===== config.mk =====
export PLATFORM = sky130hd
export DESIGN_NAME = lfsr_rng_range_flat
export DESIGN_NICKNAME = d
export VERILOG_FILES = /design/src/rtl/lfsr_rng_range_if.sv /design/src/rtl/lfsr_rng_range.sv /design/src/flat_wrapper.sv
export SDC_FILE = /design/constraint.sdc
export NUM_CORES = 1
export LEC_CHECK = 0
export BUFFER_PORTS_ARGS = -buffer_cell sky130_fd_sc_hd__buf_2
export CAP_MARGIN = 5
export CORE_MARGIN = 4
export CORE_UTILIZATION = 46
export DETAILED_ROUTE_END_ITERATION = 8
export GPL_ROUTABILITY_DRIVEN = 1
export PLACE_DENSITY_LB_ADDON = 0.05
export SLEW_MARGIN = 20
export SYNTH_ARGS = -nofsm -noshare
export SYNTH_HDL_FRONTEND = slang
export SYNTH_SLANG_ARGS = --single-unit
export TNS_END_PERCENT = 20

===== constraint.sdc =====
create_clock -name clk -period 1.9 [get_ports clk]
set_input_delay 0 -clock clk [delete_from_list [all_inputs] [get_ports clk]]
set_output_delay 0 -clock clk [all_outputs]
set_load 0.005 [all_outputs]

===== src/rtl/lfsr_rng_range_if.sv =====
// lfsr_rng_range_if: draw request / drawn-value handshake between a consumer and lfsr_rng_range
interface lfsr_rng_range_if #(parameter int OUT_W = 11);
  logic req;
  logic req_ready;
  logic value_valid;
  logic value_ready;
  logic [OUT_W-1:0] value;
  modport master (output req, value_ready, input req_ready, value_valid, value);
  modport slave (input req, value_ready, output req_ready, value_valid, value);
endinterface


===== src/rtl/lfsr_rng_range.sv =====
// lfsr_rng_range: Fibonacci LFSR with rejection-sampled draws in [MIN_VALUE, MAX_VALUE]; define LFSR_RNG_STATS_EN for draw/reject counters
module lfsr_rng_range #(
  parameter int WIDTH = 10,
  parameter logic [WIDTH-1:0] TAPS = 10'h240,
  parameter int SEED = 340,
  parameter int MIN_VALUE = 200,
  parameter int MAX_VALUE = 1223,
  parameter int MAX_TRIES = 8
) (
  input  logic clk,
  input  logic rst,
  input  logic en,
  input  logic seed_load,
  input  logic [WIDTH-1:0] seed_in,
  lfsr_rng_range_if.slave bus,
  output logic [WIDTH-1:0] lfsr_state,
  output logic lockup,
  output logic [15:0] draw_count,
  output logic [15:0] reject_count
);
  localparam int SPAN = MAX_VALUE - MIN_VALUE + 1;
  localparam int RW = $clog2(SPAN);
  localparam int OUT_W = $clog2(MAX_VALUE + 1);
  typedef enum logic [1:0] {IDLE, DRAW, HOLD} state_t;
  state_t state;
  logic [WIDTH-1:0] lfsr;
  logic [7:0] tries;
  logic [OUT_W-1:0] value;
  logic value_valid;
  logic req_ready;
  logic [RW-1:0] cand;
  logic hit;
  logic last;
  assign cand = lfsr[RW-1:0];
  assign hit = 32'(cand) < SPAN;
  assign last = tries == 8'(MAX_TRIES - 1);
  assign lfsr_state = lfsr;
  assign bus.value = value;
  assign bus.value_valid = value_valid;
  assign bus.req_ready = req_ready;
  // LFSR register: reseed beats all-zero recovery beats advance
  always_ff @(posedge clk or posedge rst)
    if (rst) begin
      lfsr <= WIDTH'(SEED);
      lockup <= 1'b0;
    end else begin
      lockup <= !seed_load && lfsr == '0;
      lfsr <= seed_load ? (seed_in == '0 ? WIDTH'(SEED) : seed_in)
            : lfsr == '0 ? WIDTH'(SEED)
            : (en || state == DRAW) ? {lfsr[WIDTH-2:0], ^(lfsr & TAPS)} : lfsr;
    end
  // draw FSM: accept a request, reject out-of-range candidates, fold on the last try, hold until taken
  always_ff @(posedge clk or posedge rst)
    if (rst) begin
      state <= IDLE;
      tries <= '0;
      value <= OUT_W'(MIN_VALUE);
      value_valid <= 1'b0;
      req_ready <= 1'b1;
    end else
      case (state)
        IDLE: if (bus.req) begin
          state <= DRAW;
          tries <= '0;
          req_ready <= 1'b0;
        end
        DRAW: if (hit || last) begin
          state <= HOLD;
          value_valid <= 1'b1;
          value <= OUT_W'(MIN_VALUE) + OUT_W'(cand) - (hit ? '0 : OUT_W'(SPAN));
        end else
          tries <= tries + 8'd1;
        default: if (bus.value_ready) begin
          state <= IDLE;
          value_valid <= 1'b0;
          req_ready <= 1'b1;
        end
      endcase
`ifdef LFSR_RNG_STATS_EN
  logic rej;
  logic done;
  assign rej = state == DRAW && !hit;
  assign done = state == HOLD && bus.value_ready;
  // saturating counters of completed draws and rejected candidates
  always_ff @(posedge clk or posedge rst)
    if (rst) begin
      draw_count <= '0;
      reject_count <= '0;
    end else begin
      draw_count <= draw_count + 16'(done && draw_count != 16'hFFFF);
      reject_count <= reject_count + 16'(rej && reject_count != 16'hFFFF);
    end
`else
  assign draw_count = '0;
  assign reject_count = '0;
`endif
endmodule


===== src/flat_wrapper.sv =====
// flat-port wrapper written by rule: the top's interface ports become plain ports
module lfsr_rng_range_flat 
#(
  parameter int WIDTH = 10,
  parameter logic [WIDTH-1:0] TAPS = 10'h240,
  parameter int SEED = 340,
  parameter int MIN_VALUE = 200,
  parameter int MAX_VALUE = 1223,
  parameter int MAX_TRIES = 8
)
  (clk, rst, en, seed_load, seed_in, lfsr_state, lockup, draw_count, reject_count, bus_req, bus_value_ready, bus_req_ready, bus_value_valid, bus_value);
  lfsr_rng_range_if #(.OUT_W(11)) bus_i ();
  input  logic clk;
  input  logic rst;
  input  logic en;
  input  logic seed_load;
  input  logic [WIDTH-1:0] seed_in;
  output logic [WIDTH-1:0] lfsr_state;
  output logic lockup;
  output logic [15:0] draw_count;
  output logic [15:0] reject_count;
  input wire logic [$bits(bus_i.req)-1:0] bus_req;
  input wire logic [$bits(bus_i.value_ready)-1:0] bus_value_ready;
  output wire logic [$bits(bus_i.req_ready)-1:0] bus_req_ready;
  output wire logic [$bits(bus_i.value_valid)-1:0] bus_value_valid;
  output wire logic [$bits(bus_i.value)-1:0] bus_value;
  assign bus_i.req = bus_req;
  assign bus_i.value_ready = bus_value_ready;
  assign bus_req_ready = bus_i.req_ready;
  assign bus_value_valid = bus_i.value_valid;
  assign bus_value = bus_i.value;
  lfsr_rng_range #(.WIDTH(WIDTH), .TAPS(TAPS), .SEED(SEED), .MIN_VALUE(MIN_VALUE), .MAX_VALUE(MAX_VALUE), .MAX_TRIES(MAX_TRIES)) u_core (.clk(clk), .rst(rst), .en(en), .seed_load(seed_load), .seed_in(seed_in), .bus(bus_i), .lfsr_state(lfsr_state), .lockup(lockup), .draw_count(draw_count), .reject_count(reject_count));
endmodule

==> results of run 1 <==
[through the flow]
step | hold slack, ns | util (%) | setup slack [ns] | area [um^2] | power, mW
6_report | 0.00893 | 57.8 | 0.278 | 1760 | 1.99
5_1_grt | 0.0641 | 57.8 | 0.118 | 1760 | 2.18
4_1_cts | 0.00784 | 57.8 | 0.273 | 1760 | 2.03
2_1_floorplan | 0.0341 | - | 0.445 | 1590 | 1.42
3_3_place_gp | 0.0669 | 52.3 | 0.405 | 1600 | 1.67
3_5_place_dp | 0.0805 | 52.3 | 0.334 | 1600 | 1.69
[worst max-delay path, cell delays in order]
cell,delay [ns]
dlygate4sd3_1,0.54
buf_2,0.13
or4_4,0.54
o41ai_4,0.41
nor2_1,0.07
a31oi_1,0.19
[sequential cells by signal (all words and copies together), names as in the netlist]
signal and count:
u_core.lfsr_state 10, u_core.bus.value 11, u_core.lockup 1, u_core.state 2, u_core.bus.value_valid 1, u_core.bus.req_ready 1
[area by class of cell]
cell class                      count  share of cell area (%)
Tap cell                           44                    3.12
Inverter                            2                   0.426
Multi-Input combinational cell    128                    37.2
Sequential cell                    26                    37.4
Timing Repair Buffer               55                    19.7
Clock buffer                        4                    2.06
[metal layers]
metal / vias to the layer above / routed length (um) / track usage [%]
li1: 582 / - / -
met1: 579 / 1460 / 22.1
met2: 50 / 1680 / 30.5
met3: 4 / 187 / 2.43
met4: 0 / 31 / 5.54
met5: - / 0 / 0
[where the power goes]
group	switching (mW)	leakage (nW)	internal [mW]
clock	0.165	0.0210	0.117
sequential	0.185	0.308	0.798
combinational	0.373	0.567	0.352
[kinds of logic (layout without fill, tap and decap cells)]
logic type / after synthesis / count (layout) / synth area share, %
multiplexers: 5 / 5 / 3.40
other: 1 / 32 / 0.255
XOR/XNOR: 5 / 5 / 2.97
flip-flops: 26 / 26 / 44.9
AO/OA/AOI/OAI: 30 / 30 / 12.8
AND/OR/NAND/NOR: 55 / 55 / 16.4
buffers and inverters: 40 / 61 / 18.4
adder cells (fa/ha/maj): 1 / 1 / 0.849
[synthesized netlist by cell type]
| cell | n | area (um^2) |
|---|---|---|
| mux2i_1 | 5 | 50.1 |
| nand3_1 | 4 | 20.0 |
| o21ai_0 | 16 | 80.1 |
| inv_1 | 2 | 7.51 |
| xor2_1 | 2 | 17.5 |
| dfstp_2 | 8 | 210 |
| a21o_1 | 1 | 7.51 |
| a211o_1 | 1 | 8.76 |
| o41ai_4 | 1 | 27.5 |
| conb_1 | 1 | 3.75 |
| a21oi_1 | 4 | 20.0 |
| or4_1 | 1 | 7.51 |
| nor3_1 | 1 | 5.00 |
| nor2_1 | 10 | 37.5 |
| and2_1 | 2 | 12.5 |
| dfrtp_1 | 18 | 450 |
| a31oi_1 | 5 | 31.3 |
| nor2b_1 | 1 | 6.26 |
| clkbuf_1 | 5 | 18.8 |
| nand2_1 | 31 | 116 |
| xnor2_1 | 3 | 26.3 |
| o22ai_1 | 1 | 6.26 |
| or3_1 | 1 | 6.26 |
| or4_4 | 1 | 11.3 |
| nor4_1 | 2 | 12.5 |
| buf_2 | 1 | 5.00 |
| o31ai_1 | 1 | 7.51 |
| nand2b_1 | 1 | 6.26 |
| buf_4 | 32 | 240 |
| ha_1 | 1 | 12.5 |
[timing repair]
| action | CTS | global route |
|---|---|---|
| setup endpoints to repair | 0 | 0 |
| endpoints found under the hold margin | 38 | 0 |
| hold buffers | 13 | 0 |
[path summary, 6_finish.rpt]
| path | startpoint | to | slack, ns |
|---|---|---|---|
| setup / recovery | seed_in[7] | u_core.lfsr_state[2] | 0.28 |
| min in group asynchronous | rst | u_core.bus.value[10] | 0.26 |
| setup reg to reg | u_core.lfsr_state[5] | u_core.lfsr_state[3] | 0.30 |
| hold / removal | seed_in[3] | u_core.lfsr_state[3] | 0.009 |
| max in group asynchronous | rst | u_core.bus.req_ready | 1.34 |
| hold reg to reg | u_core.bus.value[6] | u_core.bus.value[6] | 0.48 |
==> flow_summary.toml, run 1 <==
[cells_and_area]
synthToLayoutAreaGrowth_pct = 19.8
drive_above_1_share_pct = 26.0
multi_input_area_um2 = 657
regArea_um2 = 661
layout.cells.non_filler = 259
fillers = 294
final_common_cell = "buf_2"
final_cell_mix = "buf_2, conb_1, nand2_1, dfrtp_1, o21ai_0"
fin_nets = 233
antenna_cells = 0

[outcome]
status = "complete, no violations"

[global_route]
grt_max_degree = 27
grt_pass1_wl_um = 5770
antenna_found_initial = 0
grt-ovfl-total = 0
first_global_vias = 1207
track_usage_pct = 17.4

[yosys]
seq_area_frac_synth_pct = 44.9
syn_inst = 163
synth_cell_types = 30
synth-seq-cells = 26
syn_area_um2 = 1470
synth.avg_cell_area_um2 = 9.03
yosys_warnings = 0

[power]
leakage_nw = 0.896
powerDensity_nw_per_um2 = 1130
vdd_drop_max_mv = 0.480

[timing]
max_slew_margin_pct = 64.4
min_period_over_period_pct = 85.4
final_hold_viol_count = 0
rsz0062_at_grt = "false"
fin_worst_skew_ns = 0.00683
worst_pin_slew_ns = 0.533
finalCriticalPeriod_ns = 1.62
setup_viol = 0
finalMaxSlewViolations = 0
fin_tns_setup_ns = 0
max_freq_mhz = 616

[routing]
drc = 0
dr.first_iter.drc_count = 55
first_pass_iters = 4
vias = 1215
wl_per_cell_um = 13.0
routed_wl_um = 3360
viasPerCell = 4.69
antenna_violating_nets_post_route = 0

[setup_path]
critPathRequiredTime_ns = 2.15
criticalPathCategory = "in2reg"
crit_fanout = 4
worstPathArrival_ns = 1.87
start_kind = "input port"
cp-end-kind = "flip-flop"
r2r_cells = 4

[clock_network]
clk_pin_slew_ns = 0.14
cts.path.max_buffers = 2
cts_tree = "built"
post_cts_resized = 0
cts_setup_buffers = 0
numClockSinks = 26
numCtsBuffers = 3
clkLatencyLatePin_ns = 0.32
htreeDepth = 1
root_buffer = "clkbuf_4"

[floorplanning]
rows = 20
dieHeight_um = 64.6
pin_count = 72
initial_utilization_pct = 48.2
dieArea_um2 = 4170
core_um2 = 3050
chipWidth_um = 64.6

[worst_hold_path]
min_path_type = "in2reg"
hold_path_depth = 3

[flow_run]
drv_cap = 0

[place]
place_inst = 242
dpl.hpwl_um = 2500
io_buffers = 39
place_congestion = 0.891
(Power assumes the default switching activity.)
==> run 2: changes to the inputs <==
--- a/config.mk
+++ b/config.mk
@@ -7,6 +7,7 @@
 export LEC_CHECK = 0
 export BUFFER_PORTS_ARGS = -buffer_cell sky130_fd_sc_hd__buf_2
 export CAP_MARGIN = 5
+export CORE_ASPECT_RATIO = 2
 export CORE_MARGIN = 4
 export CORE_UTILIZATION = 46
 export DETAILED_ROUTE_END_ITERATION = 8
==> run 2 against run 1 <==
Combinational power down 4.1%; highest routed layer unchanged; flip-flop and latch count unchanged; sequential share of layout area up 1.3 points; setup slack worse by 0.051 ns; non-clock buffer count down 6; fmax down 3.0%; critical path depth down 2; final area down 3.3%; register-to-register slack worse by 0.07 ns; sequential power about the same; cell count down 7.7%.
==> flow_summary.toml, run 2 (synthesis results as in run 1) <==
[outcome]
status = "complete, no violations"

[place]
place_congestion = 0.845
place_inst = 228
dpl.hpwl_um = 2700
io_buffers = 39
pre_cts_ws_ns = 0.247

[clock_network]
numCtsBuffers = 3
clk_pin_slew_ns = 0.09
htreeDepth = 1
root_buffer = "clkbuf_8"
post_cts_resized = 0
numClockSinks = 26
cts.path.max_buffers = 2
clkLatencyLatePin_ns = 0.27
cts_tree = "built"

[cells_and_area]
final_core_util_pct = 56.6
multi_input_area_um2 = 657
drive_above_1_share_pct = 26.8
fin_nets = 227
largest_reg_flops = 11
regArea_um2 = 661
antenna_cells = 0
final_cell_mix = "buf_2, conb_1, nand2_1, dfrtp_1, o21ai_0"
largest_register = "u_core.bus.value"
fillers = 304
final_common_cell = "buf_2"
synthToLayoutAreaGrowth_pct = 15.8
layout.cells.non_filler = 239

[power]
powerDensity_nw_per_um2 = 1190
vdd_drop_max_mv = 0.644
leakage_nw = 0.879
swShare_pct = 35.2
p_seq_share_pct = 48.4
clockPowerShare_pct = 17.3
p_comb_share_pct = 34.3
power.switching_mw = 0.714
p_int_mw = 1.31

[timing]
rsz0062_at_grt = "false"
finalCriticalPeriod_ns = 1.67
setup_viol = 0
min_period_over_period_pct = 88.1
fin_worst_skew_ns = 0.00276
worst_pin_slew_ns = 0.528
finalMaxSlewViolations = 0
max_freq_mhz = 598
fin_tns_setup_ns = 0
final_hold_viol_count = 0
fin_hold_ws_ns = 0.0407
fin_ws_ns = 0.227
max_slew_margin_pct = 64.8

[routing]
first_pass_iters = 4
antenna_violating_nets_post_route = 0
routed_wl_um = 3310
drc = 0
vias = 1176
wl_per_cell_um = 13.9
viasPerCell = 4.92
dr.first_iter.drc_count = 12

[global_route]
first_global_vias = 1096
grt_max_degree = 27
grt-ovfl-total = 0
antenna_found_initial = 0
track_usage_pct = 16.5
grt_pass1_wl_um = 5090

[setup_path]
crit_path_cell_trace = "nor4_1 -> nand3_1 -> and2_1 -> o21ai_0"
path_buf_inv = 0
r2r_cells = 4
regToRegEndpoint = "u_core.lfsr_state[7]"
critPathMaxStageDelay_ns = 0.48
criticalPathCategory = "reg2reg"
crit_fanout = 8
worstPathArrival_ns = 1.86
worstReg2RegStart = "u_core.lfsr_state[5]"
cp-end-kind = "flip-flop"
critPathRequiredTime_ns = 2.08
r2r_slack_ns = 0.23
cp_slowest_cell = "dfrtp_1"
start_kind = "flip-flop"
critPathTopFamily = "simple AND/OR/NAND/NOR gates"

[worst_hold_path]
hold_path_depth = 3
worstHoldStart = "seed_in[0]"
min_path_type = "in2reg"
holdPathEnd = "u_core.lfsr_state[0]"

[floorplanning]
dieHeight_um = 88.0
initial_utilization_pct = 48.9
chipWidth_um = 48.0
dieArea_um2 = 4230
pin_count = 72
rows = 28
core_um2 = 3010

[flow_run]
drv_cap = 0
[run 2: repair_timing]
| action | CTS | global route |
|---|---|---|
| hold buffers | 7 | 0 |
| setup buffers | 0 | 0 |
| hold endpoints to repair | 26 | 0 |
[run 2: area by class of cell]
class,count,area share (%)
inverter,2,0.440
sequential,26,38.7
clock buffer,4,3.23
tap,30,2.20
timing repair buffer,49,16.9
multi-input combinational,128,38.5
[run 2: power by group through the flow]
| stage | Sequential (mW) | Combinational [mW] | Clock (mW) |
|---|---|---|---|
| detailed placement | 0.997 | 0.699 | 0 |
| global placement | 0.987 | 0.697 | 0 |
| CTS | 0.986 | 0.712 | 0.366 |
| finish | 0.981 | 0.695 | 0.352 |
| floorplan | 0.969 | 0.448 | 0 |
| global route | 1.03 | 0.802 | 0.389 |
[run 2: through the flow]
stage	power [mW]	instance area (um^2)
global placement	1.68	1580
CTS	2.06	1710
finish	2.03	1710
detailed placement	1.70	1580
global route	2.22	1710
floorplan	1.42	1590
[run 2: how the worst max path moves through the flow]
stage                            to  slack [ns]                 start  cells after the start
5_1_grt        u_core.lfsr_state[3]        0.11  u_core.lfsr_state[5]                      4
3_5_place_dp   u_core.lfsr_state[7]        0.25  u_core.lfsr_state[5]                      4
4_1_cts        u_core.lfsr_state[7]        0.23  u_core.lfsr_state[5]                      4
6_report       u_core.lfsr_state[7]        0.23  u_core.lfsr_state[5]                      4
3_3_place_gp   u_core.lfsr_state[3]        0.36  u_core.lfsr_state[5]                      4
2_1_floorplan  u_core.lfsr_state[0]        0.45  u_core.lfsr_state[5]                      5
[run 2: routing by layer]
layer  vias to the layer above  part of all wire (%)  routed length (um)  global-route usage (%)
met2                        48                    54                1800                    28.7
met4                         0                   3.7                 123                    7.35
li1                        569                     -                   -                       -
met3                        13                   6.1                 203                    1.85
met1                       546                    36                1180                    18.8
met5                         -                     0                   0                       0
[run 2: worst min-delay path, stage by stage]
cell	delay, ns
buf_2	0.09
a21oi_1	0.06
o21ai_0	0.13
==> run 3: changes to the inputs <==
--- a/config.mk
+++ b/config.mk
@@ -5,12 +5,11 @@
 export SDC_FILE = /design/constraint.sdc
 export NUM_CORES = 1
 export LEC_CHECK = 0
-export BUFFER_PORTS_ARGS = -buffer_cell sky130_fd_sc_hd__buf_2
 export CAP_MARGIN = 5
-export CORE_ASPECT_RATIO = 2
 export CORE_MARGIN = 4
-export CORE_UTILIZATION = 46
+export CORE_UTILIZATION = 60
 export DETAILED_ROUTE_END_ITERATION = 8
+export DONT_BUFFER_PORTS = 1
 export GPL_ROUTABILITY_DRIVEN = 1
 export PLACE_DENSITY_LB_ADDON = 0.05
 export SLEW_MARGIN = 20
==> run 3 against run 2 <==
Sequential share of layout area increased by 2.5 points; combinational power decreased by 25%; non-clock buffer count decreased by 26; flip-flop and latch count unchanged; critical endpoint is now u_core.lfsr_state[4]; largest cell class unchanged; highest routed layer unchanged.
==> flow_summary.toml, run 3 (synthesis results as in run 1) <==
[setup_path]
cp_common_cell = "dlygate4sd3_1"
path_depth = 5
crit_end = "u_core.lfsr_state[4]"
critPathTopFamily = "buffers and inverters"
regToRegEndpoint = "u_core.lfsr_state[5]"
crit_path_cell_trace = "dlygate4sd3_1 -> o41ai_4 -> nor2_1 -> dlygate4sd3_1 -> a31oi_1"
path_buf_inv = 2
startpoint = "seed_load"
worstReg2RegStart = "u_core.lfsr_state[5]"
criticalPathCategory = "in2reg"
worstPathArrival_ns = 1.96
cp_slowest_cell = "dlygate4sd3_1"
cp-end-kind = "flip-flop"
critPathMaxStageDelay_ns = 0.94
critPathRequiredTime_ns = 2.14
crit_fanout = 14
r2r_cells = 4
r2r_slack_ns = 0.24
start_kind = "input port"

[cells_and_area]
layout.cells.non_filler = 210
final_cell_mix = "conb_1, nand2_1, dlygate4sd3_1, dfrtp_1, o21ai_0"
fin_nets = 201
drive_above_1_share_pct = 9.34
final_common_cell = "conb_1"
largest_register = "u_core.bus.value"
synthToLayoutAreaGrowth_pct = 8.84
largest_reg_flops = 11
antenna_cells = 0

[routing]
first_pass_iters = 4
viasPerCell = 5.42
vias = 1139
dr.first_iter.drc_count = 38
drc = 0
routed_wl_um = 3320
wl_per_cell_um = 15.8
antenna_violating_nets_post_route = 0

[place]
dpl.hpwl_um = 2260
pre_cts_ws_ns = 0.308
io_buffers = 0
place_inst = 188
place_congestion = 0.877

[clock_network]
clkLatencyLatePin_ns = 0.32
cts_tree = "built"
post_cts_resized = 0
root_buffer = "clkbuf_4"
cts.path.max_buffers = 2
numCtsBuffers = 3
numClockSinks = 26
ctsHoldBuffers = 19
clk_pin_slew_ns = 0.13
htreeDepth = 1
cts_setup_buffers = 0

[timing]
max_slew_margin_pct = 38.9
rsz0062_at_grt = "false"
worst_pin_slew_ns = 0.916
min_period_over_period_pct = 90.5
max_freq_mhz = 582
fin_tns_setup_ns = 0
fin_worst_skew_ns = 0.00339
final_hold_viol_count = 0
finalMaxSlewViolations = 0
fin_ws_ns = 0.180
finalCriticalPeriod_ns = 1.72
setup_viol = 0

[outcome]
status = "complete, no violations"

[global_route]
track_usage_pct = 20.9
first_global_vias = 1068
grt_pass1_wl_um = 5380
grt_max_degree = 26
grt-ovfl-total = 0
antenna_found_initial = 0

[power]
leakage_nw = 0.761
finalPower_mw = 1.80
vdd_drop_max_mv = 0.930
powerDensity_nw_per_um2 = 1120

[worst_hold_path]
worstHoldStart = "en"
min_path_type = "in2reg"

[floorplanning]
pin_count = 72
initial_utilization_pct = 64.7
rows = 17
dieHeight_um = 57.5
core_um2 = 2280
chipWidth_um = 57.5
dieArea_um2 = 3310

[flow_run]
drv_cap = 0
==> run 3: changes by cell type in the layout (fill, tap and decap cells not counted), sizes merged <==
| cell | before | now |
|---|---|---|
| clkbuf | 4 | 3 |
| dlygate4sd3 | 7 | 19 |
| buf | 42 | 4 |
==> run 3: area by class of cell <==
| cell class | count | area (um^2) |
|---|---|---|
| fillers | 184 | 673 |
| well taps | 28 | 35.0 |
| clock buffers | 3 | 22.5 |
| flip-flops and latches | 26 | 661 |
| inverters | 2 | 7.51 |
| multi-input cells | 128 | 657 |
| repair buffers | 23 | 220 |
==> run 3: worst min path at each step <==
stage | to | slack (ns) | cells after the start
3_3_place_gp | u_core.bus.req_ready | 0.06 | 1
6_report | u_core.lfsr_state[8] | 0.12 | 3
4_1_cts | u_core.lfsr_state[8] | 0.08 | 3
2_1_floorplan | u_core.bus.value[0] | 0.03 | 1
5_1_grt | u_core.lfsr_state[8] | 0.11 | 3
3_5_place_dp | u_core.bus.req_ready | 0.06 | 1
==> run 3: per-stage QoR <==
| step | util, % | hold WS [ns] | instance area [um^2] |
|---|---|---|---|
| 6_report | 70.4 | 0.125 | 1600 |
| 5_1_grt | 70.4 | 0.109 | 1600 |
| 4_1_cts | 70.4 | 0.0821 | 1600 |
| 3_5_place_dp | 61.1 | 0.0610 | 1390 |
| 3_3_place_gp | 61.1 | 0.0593 | 1390 |
| 2_1_floorplan | - | 0.0341 | 1590 |
==> run 3: per-layer routing <==
| layer | wire (um) | vias up | GRT usage (%) |
|---|---|---|---|
| met3 | 336 | 8 | 5.66 |
| met5 | 0 | - | 0 |
| met4 | 66 | 0 | 7.62 |
| met2 | 1700 | 73 | 34.8 |
| li1 | - | 522 | - |
| met1 | 1220 | 536 | 25.8 |
==> run 3: power by group <==
part | switching [mW] | internal, mW
Sequential | 0.245 | 0.801
Clock | 0.154 | 0.0743
Combinational | 0.284 | 0.240
Total | 0.683 | 1.12
==> run 3: worst min-delay path, delay by kind of cell <==
family | cells | cell delay, ns
compound gates | 2 | 0.26
simple gates | 1 | 0.14
